--- config.mk ---
export PLATFORM = sky130hd
export DESIGN_NAME = particle_plotter_flat
export DESIGN_NICKNAME = d
export VERILOG_FILES = /design/src/rtl/particle_plotter_pkg.sv /design/src/rtl/particle_plotter_if.sv /design/src/rtl/particle_plotter_row_scanner.sv /design/src/rtl/particle_plotter.sv /design/src/flat_wrapper.sv
export SDC_FILE = /design/constraint.sdc
export NUM_CORES = 1
export LEC_CHECK = 0
export BUFFER_PORTS_ARGS = -buffer_cell sky130_fd_sc_hd__buf_2
export CAP_MARGIN = 25
export CORE_MARGIN = 10
export CORE_UTILIZATION = 50
export DETAILED_ROUTE_END_ITERATION = 7
export PLACE_DENSITY_LB_ADDON = 0.3
export SLEW_MARGIN = 20
export SYNTH_ARGS = -nofsm -noshare
export SYNTH_HDL_FRONTEND = slang
export SYNTH_HIERARCHICAL = 1
export SYNTH_SLANG_ARGS = --single-unit
export TNS_END_PERCENT = 100
--- constraint.sdc ---
create_clock -name clk -period 3.3 [get_ports clk]
set_clock_uncertainty 0.15 [all_clocks]
set_input_delay 0.165 -clock clk [delete_from_list [all_inputs] [get_ports clk]]
set_output_delay 0.165 -clock clk [all_outputs]
set_load 0.01 [all_outputs]
--- src/rtl/particle_plotter_pkg.sv ---
// Shared constants, draw-state encoding and coordinate-to-cell mapping for particle_plotter.
package particle_pkg;

    localparam int NUM_P      = 3;
    localparam int GRID       = 16;
    localparam int WIDTH      = 256;
    localparam int COORD_W    = 16;
    localparam int CELL_W     = $clog2(GRID);
    localparam int CELL_SHIFT = $clog2(WIDTH) - CELL_W;

    typedef enum logic [2:0] {
        IDLE    = 3'd0,
        CAPTURE = 3'd1,
        CLEAR   = 3'd2,
        PLOT    = 3'd3,
        SWAP    = 3'd4
    } draw_state_t;

    // Clamp a signed coordinate into 0..WIDTH-1, then keep the top CELL_W bits.
    function automatic logic [CELL_W-1:0] coord_to_cell(input logic signed [COORD_W-1:0] v);
        logic [COORD_W-1:0] c;
        if (v[COORD_W-1])
            c = '0;
        else if (v >= $signed(COORD_W'(WIDTH)))
            c = COORD_W'(WIDTH - 1);
        else
            c = v;
        return c[CELL_SHIFT +: CELL_W];
    endfunction

endpackage

--- src/rtl/particle_plotter_if.sv ---
// Particle coordinate inputs, sample/status handshake and LED matrix drive for particle_plotter.
interface particle_plotter_if;
    import particle_pkg::*;

    // sample is a single-cycle request; it is honoured only while busy is low
    // and is never queued. frame_done pulses for one cycle when the new frame is live.
    logic signed [COORD_W-1:0] x0, y0, x1, y1, x2, y2;
    logic                      sample;
    logic                      busy;
    logic                      frame_done;
    logic [CELL_W-1:0]         row_sel;
    logic [GRID-1:0]           col_data;
    draw_state_t               dbg_state;

    modport master (
        output x0, y0, x1, y1, x2, y2, sample,
        input  busy, frame_done, row_sel, col_data, dbg_state
    );

    modport slave (
        input  x0, y0, x1, y1, x2, y2, sample,
        output busy, frame_done, row_sel, col_data, dbg_state
    );

endinterface

--- src/rtl/particle_plotter_row_scanner.sv ---
// Free-running matrix row scanner: dwell counter, row select and registered column data.
module row_scanner
    import particle_pkg::*;
#(
    parameter int ROW_CYCLES = 1024
) (
    input  logic              clk,
    input  logic              reset,
    input  logic [GRID-1:0]   i_front_row,
    output logic [CELL_W-1:0] o_row_sel,
    output logic [GRID-1:0]   o_col_data
);

    localparam int DW = (ROW_CYCLES > 1) ? $clog2(ROW_CYCLES) : 1;

    logic [DW-1:0]     r_dwell;
    logic [CELL_W-1:0] r_row_sel;
    logic [GRID-1:0]   r_col_data;

    always_ff @(posedge clk or negedge reset) begin
        if (!reset) begin
            r_dwell    <= '0;
            r_row_sel  <= '0;
            r_col_data <= '0;
        end else begin
            // Row index wraps naturally at GRID since it is CELL_W bits wide.
            if (r_dwell == DW'(ROW_CYCLES - 1)) begin
                r_dwell   <= '0;
                r_row_sel <= r_row_sel + 1'b1;
            end else begin
                r_dwell <= r_dwell + 1'b1;
            end
            r_col_data <= i_front_row;
        end
    end

    assign o_row_sel  = r_row_sel;
    assign o_col_data = r_col_data;

endmodule

--- src/rtl/particle_plotter.sv ---
// Double-buffered 16x16 particle renderer; define PLOTTER_TRAIL_EN to keep old pixels as motion trails.
module particle_plotter
    import particle_pkg::*;
#(
    parameter int ROW_CYCLES = 1024
) (
    input  logic             clk,
    input  logic             reset,
    particle_plotter_if.slave bus
);

    draw_state_t       r_state;
    logic [CELL_W-1:0] r_idx;
    logic [1:0]        r_pidx;
    logic              r_front;
    logic              r_busy;
    logic              r_frame_done;
    logic [GRID-1:0]   r_buf [2][GRID];
    logic [CELL_W-1:0] r_col [NUM_P];
    logic [CELL_W-1:0] r_row [NUM_P];

    logic                      w_back;
    logic [GRID-1:0]           w_clear_row;
    logic [GRID-1:0]           w_front_row;
    logic [CELL_W-1:0]         w_row_sel;
    logic [GRID-1:0]           w_col_data;
    logic signed [COORD_W-1:0] w_x [NUM_P];
    logic signed [COORD_W-1:0] w_y [NUM_P];

    assign w_back = ~r_front;
    assign w_x[0] = bus.x0;
    assign w_y[0] = bus.y0;
    assign w_x[1] = bus.x1;
    assign w_y[1] = bus.y1;
    assign w_x[2] = bus.x2;
    assign w_y[2] = bus.y2;

`ifdef PLOTTER_TRAIL_EN
    assign w_clear_row = r_buf[r_front][r_idx];
`else
    assign w_clear_row = '0;
`endif

    always_ff @(posedge clk or negedge reset) begin
        if (!reset) begin
            r_state      <= IDLE;
            r_idx        <= '0;
            r_pidx       <= '0;
            r_front      <= 1'b0;
            r_busy       <= 1'b0;
            r_frame_done <= 1'b0;
            for (int b = 0; b < 2; b++)
                for (int r = 0; r < GRID; r++)
                    r_buf[b][r] <= '0;
            for (int p = 0; p < NUM_P; p++) begin
                r_col[p] <= '0;
                r_row[p] <= '0;
            end
        end else begin
            case (r_state)
                IDLE: begin
                    if (bus.sample) begin
                        r_state <= CAPTURE;
                        r_busy  <= 1'b1;
                    end
                end
                CAPTURE: begin
                    // Rows count down from the top so that +y points up on the matrix.
                    for (int p = 0; p < NUM_P; p++) begin
                        r_col[p] <= coord_to_cell(w_x[p]);
                        r_row[p] <= CELL_W'(GRID - 1) - coord_to_cell(w_y[p]);
                    end
                    r_idx   <= '0;
                    r_state <= CLEAR;
                end
                CLEAR: begin
                    r_buf[w_back][r_idx] <= w_clear_row;
                    if (r_idx == CELL_W'(GRID - 1)) begin
                        r_idx   <= '0;
                        r_pidx  <= '0;
                        r_state <= PLOT;
                    end else begin
                        r_idx <= r_idx + 1'b1;
                    end
                end
                PLOT: begin
                    r_buf[w_back][r_row[r_pidx]][r_col[r_pidx]] <= 1'b1;
                    // Front flips on entry to SWAP so the scanner picks it up one cycle later.
                    if (r_pidx == 2'(NUM_P - 1)) begin
                        r_front      <= w_back;
                        r_frame_done <= 1'b1;
                        r_state      <= SWAP;
                    end else begin
                        r_pidx <= r_pidx + 1'b1;
                    end
                end
                SWAP: begin
                    r_frame_done <= 1'b0;
                    r_busy       <= 1'b0;
                    r_state      <= IDLE;
                end
                default: begin
                    r_state      <= IDLE;
                    r_busy       <= 1'b0;
                    r_frame_done <= 1'b0;
                end
            endcase
        end
    end

    assign w_front_row = r_buf[r_front][w_row_sel];

    row_scanner #(
        .ROW_CYCLES (ROW_CYCLES)
    ) u_row_scanner (
        .clk         (clk),
        .reset       (reset),
        .i_front_row (w_front_row),
        .o_row_sel   (w_row_sel),
        .o_col_data  (w_col_data)
    );

    assign bus.busy       = r_busy;
    assign bus.frame_done = r_frame_done;
    assign bus.row_sel    = w_row_sel;
    assign bus.col_data   = w_col_data;
    assign bus.dbg_state  = r_state;

endmodule

--- src/flat_wrapper.sv ---
// flat-port wrapper written by rule: the top's interface ports become plain ports
module particle_plotter_flat import particle_pkg::*;
#(
    parameter int ROW_CYCLES = 1024
)
  (clk, reset, bus_x0, bus_y0, bus_x1, bus_y1, bus_x2, bus_y2, bus_sample, bus_busy, bus_frame_done, bus_row_sel, bus_col_data, bus_dbg_state);
  particle_plotter_if bus_i ();
  input  logic clk;
  input  logic reset;
  input wire logic [$bits(bus_i.x0)-1:0] bus_x0;
  input wire logic [$bits(bus_i.y0)-1:0] bus_y0;
  input wire logic [$bits(bus_i.x1)-1:0] bus_x1;
  input wire logic [$bits(bus_i.y1)-1:0] bus_y1;
  input wire logic [$bits(bus_i.x2)-1:0] bus_x2;
  input wire logic [$bits(bus_i.y2)-1:0] bus_y2;
  input wire logic [$bits(bus_i.sample)-1:0] bus_sample;
  output wire logic [$bits(bus_i.busy)-1:0] bus_busy;
  output wire logic [$bits(bus_i.frame_done)-1:0] bus_frame_done;
  output wire logic [$bits(bus_i.row_sel)-1:0] bus_row_sel;
  output wire logic [$bits(bus_i.col_data)-1:0] bus_col_data;
  output wire logic [$bits(bus_i.dbg_state)-1:0] bus_dbg_state;
  assign bus_i.x0 = bus_x0;
  assign bus_i.y0 = bus_y0;
  assign bus_i.x1 = bus_x1;
  assign bus_i.y1 = bus_y1;
  assign bus_i.x2 = bus_x2;
  assign bus_i.y2 = bus_y2;
  assign bus_i.sample = bus_sample;
  assign bus_busy = bus_i.busy;
  assign bus_frame_done = bus_i.frame_done;
  assign bus_row_sel = bus_i.row_sel;
  assign bus_col_data = bus_i.col_data;
  assign bus_dbg_state = bus_i.dbg_state;
  particle_plotter #(.ROW_CYCLES(ROW_CYCLES)) u_core (.clk(clk), .reset(reset), .bus(bus_i));
endmodule
==> results.md <==
Run status:
- The run finished with clean final reports.

Critical path:
- The reg-to-reg critical path startpoint is u_core/r_pidx[1]$_DFFE_PN0P_.
- The most critical setup path has its startpoint at u_core/r_pidx[1]$_DFFE_PN0P_.
- At the worst endpoint, the required time is 3.70 ns.
- STA classifies the critical path endpoint as a register.
- STA puts the critical path data arrival time at 3.54 ns.
- The kind of start point of the critical path is a register.
- The register-to-register path setup slack is 0.16 ns.
- The most critical setup path has its endpoint at u_core/r_buf[53]$_DFFE_PN0P_.
- Of all nets on the critical path, the largest fanout is 16.
- The worst register-to-register path ends at u_core/r_buf[53]$_DFFE_PN0P_.
- For the worst flop-to-flop path, the logic depth is 6.
- The type of the worst setup path is reg2reg.

Detailed routing:
- The total met2 wirelength after detailed routing is 38760 um.
- The count of nets left with antenna violations once routing finished came out at 0.
- The highest layer touched by signal routing is met4.
- The final route contains 19773 vias.
- The total wire length after detailed routing is 81600 um.
- In the final routed layout, each cell accounts on average for 27.81 um.
- The via count normalized by instance count is 6.739.
- The detailed-route DRC error count is 0.
- The wire length on met1 is 32480 um.
- The detailed router's first-iteration violation count is 2252.
- In the detailed route, the total length drawn on met3 is 7274 um.
- The number of search-and-repair iterations in the first detailed-routing pass is 5.

Yosys:
- The number of different library cells used by synthesis comes to 69.
- Counting every instance in the synthesized netlist gives 2042.
- The cell area after synthesis is 26880 um^2.
- Counting flops and latches in the post-synthesis netlist gives 578.
- Counting flops with a built-in enable in the synthesized netlist gives 0.
- The predominant post-synthesis flop cell is sky130_fd_sc_hd__dfrtp_1.
- Summing the sequential cell areas from Yosys gives 53.81% of the chip area.
- The average instance in the mapped netlist occupies 13.16 um^2.
- After synthesis, the share of flip-flops with an asynchronous set or reset is 100.0%.
- The net count after synthesis is 2148.
- During synthesis, Yosys emitted a total of 6 warnings.

Power and ir drop:
- The fraction of power consumed by the clock network is 28.9%.
- The proportion of power drawn by flip-flops and latches is 36.9%.
- The internal portion of the total power is 0.01559 W.
- The switching power total is 0.009421 W.
- Total power for the finished layout comes to 0.02501 W.
- The peak supply drop is 0.0004659 V.
- The leakage dissipation is 13.50 nW.
- The total power divided by cell area is 805.0 nW/um^2.
- Combinational logic is responsible for 34.2% of the overall power.
- Of the total power, the share spent switching nets is 37.67%.

GRT:
- The via count of the first global-routing pass is 20835.
- The wire length of the first global-routing pass is 126300 um.
- The number of antenna violations at the first check in global routing is 2.
- After global routing the overflow that remains totals 0.
- Across every metal layer, demand over resource in global routing totals 25.69%.
- The pin count of the biggest net entering global routing is 95.

STA:
- The final-report max-slew violation count is 0.
- The transition time of the tightest slew-check pin is 1.082 ns.
- Derived from the worst setup path, the maximum achievable clock frequency is 318.5 MHz.
- The post-route clock period utilization is 95.14%.
- The sum of negative setup slack is 0 ns.
- The worst slew margin relative to its limit is 27.59%.
- Setup violations remaining at the end of the flow were counted as 0.
- The routed design could run at a clock period as short as 3.140 ns.
- The final-report hold violation count is 0.
- Setup repair after global routing left no endpoint under its margin.

Final layout:
- The relative area change from synthesis to final layout is 15.58%.
- Leaving out fill and tap cells, the most frequent cell in the layout is sky130_fd_sc_hd__dfrtp_1.
- The share of cells above drive strength 1 is 25.57%.
- The layout net count is 2302.
- The number of cells in the finished layout apart from fillers is 2934.
- The library cells used most frequently in the layout, excluding fill and tap cells, are sky130_fd_sc_hd__dfrtp_1, sky130_fd_sc_hd__a22o_1, sky130_fd_sc_hd__nand2_1, sky130_fd_sc_hd__mux4_2, sky130_fd_sc_hd__buf_4.

Clock network:
- The clock root buffer is sky130_fd_sc_hd__clkbuf_16.
- The tree built by TritonCTS fans out to 578 sinks.
- The longest clock path from root to sink contains 3 buffers.
- The clock input transition at the sequential cells of the worst setup and hold paths is 0.07 ns.
- TritonCTS built the clock tree.
- The clock latency on the worst-skew pair is 0.63 ns.
- The H-tree was split into 2 levels.
- The number of buffers created by CTS is 58.

Die:
- From left edge to right edge, the die measures 251.9 um.
- The initial core utilization is 50.85%.
- For this design the top-level I/O count stands at 124.
- After floorplanning, the core was sized to cover 52870 um^2.
- The die height is 251.9 um.
- Row generation in the floorplan step produced 84 rows.
- The floorplan step defined a die boundary enclosing 63440 um^2.

Placed design:
- After detailed placement, the design holds a cell count of 2769.
- At the end of routability-driven placement, the weighted congestion stood at 0.8614.
- The HPWL reported at the end of detailed placement is 51170 um.
- The total of buffers placed on input and output ports is 99.

Worst hold path:
- The path class of the tightest hold or removal check is in2async.

Flow run:
- The tool flagged a number of max-cap violations equal to 0.
[logic make-up (layout without fill, tap and decap cells)]
family	count (synthesis)	count (layout)	synth area share (%)
flip-flops	578	578	53.81
buffers and inverters	211	414	3.980
XOR/XNOR	10	10	0.3258
adder cells (fa/ha/maj)	7	7	0.3258
multiplexers	137	137	11.28
AND/OR/NAND/NOR	437	437	10.46
AO/OA/AOI/OAI	662	662	19.82
other	0	1	0
[power by group through the flow]
stage / clock [W] / sequential (W) / combinational [W]
6_report: 0.00723 / 0.00923 / 0.00855
5_1_grt: 0.00759 / 0.00935 / 0.00899
4_1_cts: 0.00732 / 0.00919 / 0.00840
3_5_place_dp: 0 / 0.00930 / 0.00829
3_3_place_gp: 0 / 0.00922 / 0.00800
2_1_floorplan: 0 / 0.00905 / 0.00598
[worst min-delay path by stage]
stage                                              end  slack, ns  depth (start not counted)
final                     u_core/r_col[10]$_DFFE_PN0P_       0.03                          2
after global routing      u_core/r_col[11]$_DFFE_PN0P_       0.09                          2
after CTS                 u_core/r_col[11]$_DFFE_PN0P_       0.05                          2
after detailed placement  u_core/r_col[11]$_DFFE_PN0P_       0.11                          1
after global placement    u_core/r_col[10]$_DFFE_PN0P_       0.09                          1
after floorplan            u_core/bus.busy$_DFFE_PN0P_      -0.28                          0
[cell usage after synthesis (5+ instances only)]
library cell                 n  area [um^2]
sky130_fd_sc_hd__nand2_1   248        930.9
sky130_fd_sc_hd__nand3_1    23        115.1
sky130_fd_sc_hd__o22ai_1    65        406.6
sky130_fd_sc_hd__nor3_1      5        25.02
sky130_fd_sc_hd__nand4_4    14        297.8
sky130_fd_sc_hd__o31ai_1   111        833.3
sky130_fd_sc_hd__nand3b_1    7        52.55
sky130_fd_sc_hd__o21ai_0    24        120.1
sky130_fd_sc_hd__a21oi_1    22        110.1
sky130_fd_sc_hd__or4_1       5        37.54
sky130_fd_sc_hd__a22o_1    304         2663
sky130_fd_sc_hd__xnor2_1     8        70.07
sky130_fd_sc_hd__buf_6      17        191.4
sky130_fd_sc_hd__nor4_4     32        680.7
sky130_fd_sc_hd__buf_2      59        295.3
sky130_fd_sc_hd__ha_1        7        87.58
sky130_fd_sc_hd__and2_1      9        56.30
sky130_fd_sc_hd__inv_1      20        75.07
sky130_fd_sc_hd__or3_1       5        31.28
sky130_fd_sc_hd__nor4_1     23        143.9
sky130_fd_sc_hd__buf_1      13        48.80
sky130_fd_sc_hd__mux4_2    128         2883
sky130_fd_sc_hd__nor2_1     21        78.83
sky130_fd_sc_hd__o31ai_2    29        362.9
sky130_fd_sc_hd__nand4_1    19        118.9
sky130_fd_sc_hd__buf_4      13        97.59
sky130_fd_sc_hd__o21ai_1    80        400.4
sky130_fd_sc_hd__dfrtp_1   578        14460
sky130_fd_sc_hd__clkbuf_1   87        326.6
[through the flow]
stage,utilization (%),hold slack (ns),setup WS [ns],area [um^2]
floorplan,-,-0.2806,0.9252,26880
global placement,53.57,0.09234,0.2602,28320
detailed placement,53.72,0.1109,0.2226,28400
CTS,58.64,0.05189,0.1705,31000
global route,58.77,0.09459,0.04015,31070
finish,58.77,0.03326,0.1603,31070
[layout make-up]
cell class / count / area, um^2
flip-flops and latches: 578 / 14470
repair buffers: 285 / 2212
inverters: 20 / 75.07
clock buffers: 79 / 1640
clock inverters: 30 / 459.2
multi-input cells: 1253 / 11350
diodes: 1 / 2.502
well taps: 688 / 860.8
fillers: 4071 / 21800
[worst max-delay path, stage by stage (launching register included)]
cell and delay [ns]:
sky130_fd_sc_hd__dfrtp_1 0.64, sky130_fd_sc_hd__buf_4 0.28, sky130_fd_sc_hd__mux2i_1 0.35, sky130_fd_sc_hd__o2bb2ai_2 0.25, sky130_fd_sc_hd__buf_4 0.23, sky130_fd_sc_hd__nor4_4 0.89
sky130_fd_sc_hd__a22o_1 0.25
[routing by layer]
| layer | GRT usage [%] | vias up |
|---|---|---|
| met5 | 0 | - |
| met4 | 10.30 | 0 |
| met3 | 5.613 | 189 |
| met2 | 41.58 | 984 |
| met1 | 33.33 | 10375 |
| li1 | - | 8225 |
[sequential cells by signal, indices dropped and copies added (netlist names)]
| register | flops |
|---|---|
| u_core/r_buf | 512 |
| u_core/u_row_scanner/o_row_sel | 4 |
| u_core/bus.dbg_state | 3 |
| u_core/r_pidx | 2 |
| u_core/u_row_scanner/o_col_data | 16 |
| u_core/r_row | 12 |
| u_core/r_idx | 4 |
| u_core/bus.frame_done | 1 |
| u_core/r_front | 1 |
| u_core/u_row_scanner/r_dwell | 10 |
| u_core/r_col | 12 |
| u_core/bus.busy | 1 |
[what timing repair did]
action,CTS,global route
hold buffers,50,0
endpoints found under the setup margin,0,0
gates resized for setup,0,0
endpoints found under the hold margin,151,0
setup buffers,0,0
Note: power is estimated with default switching activity, not from simulation.
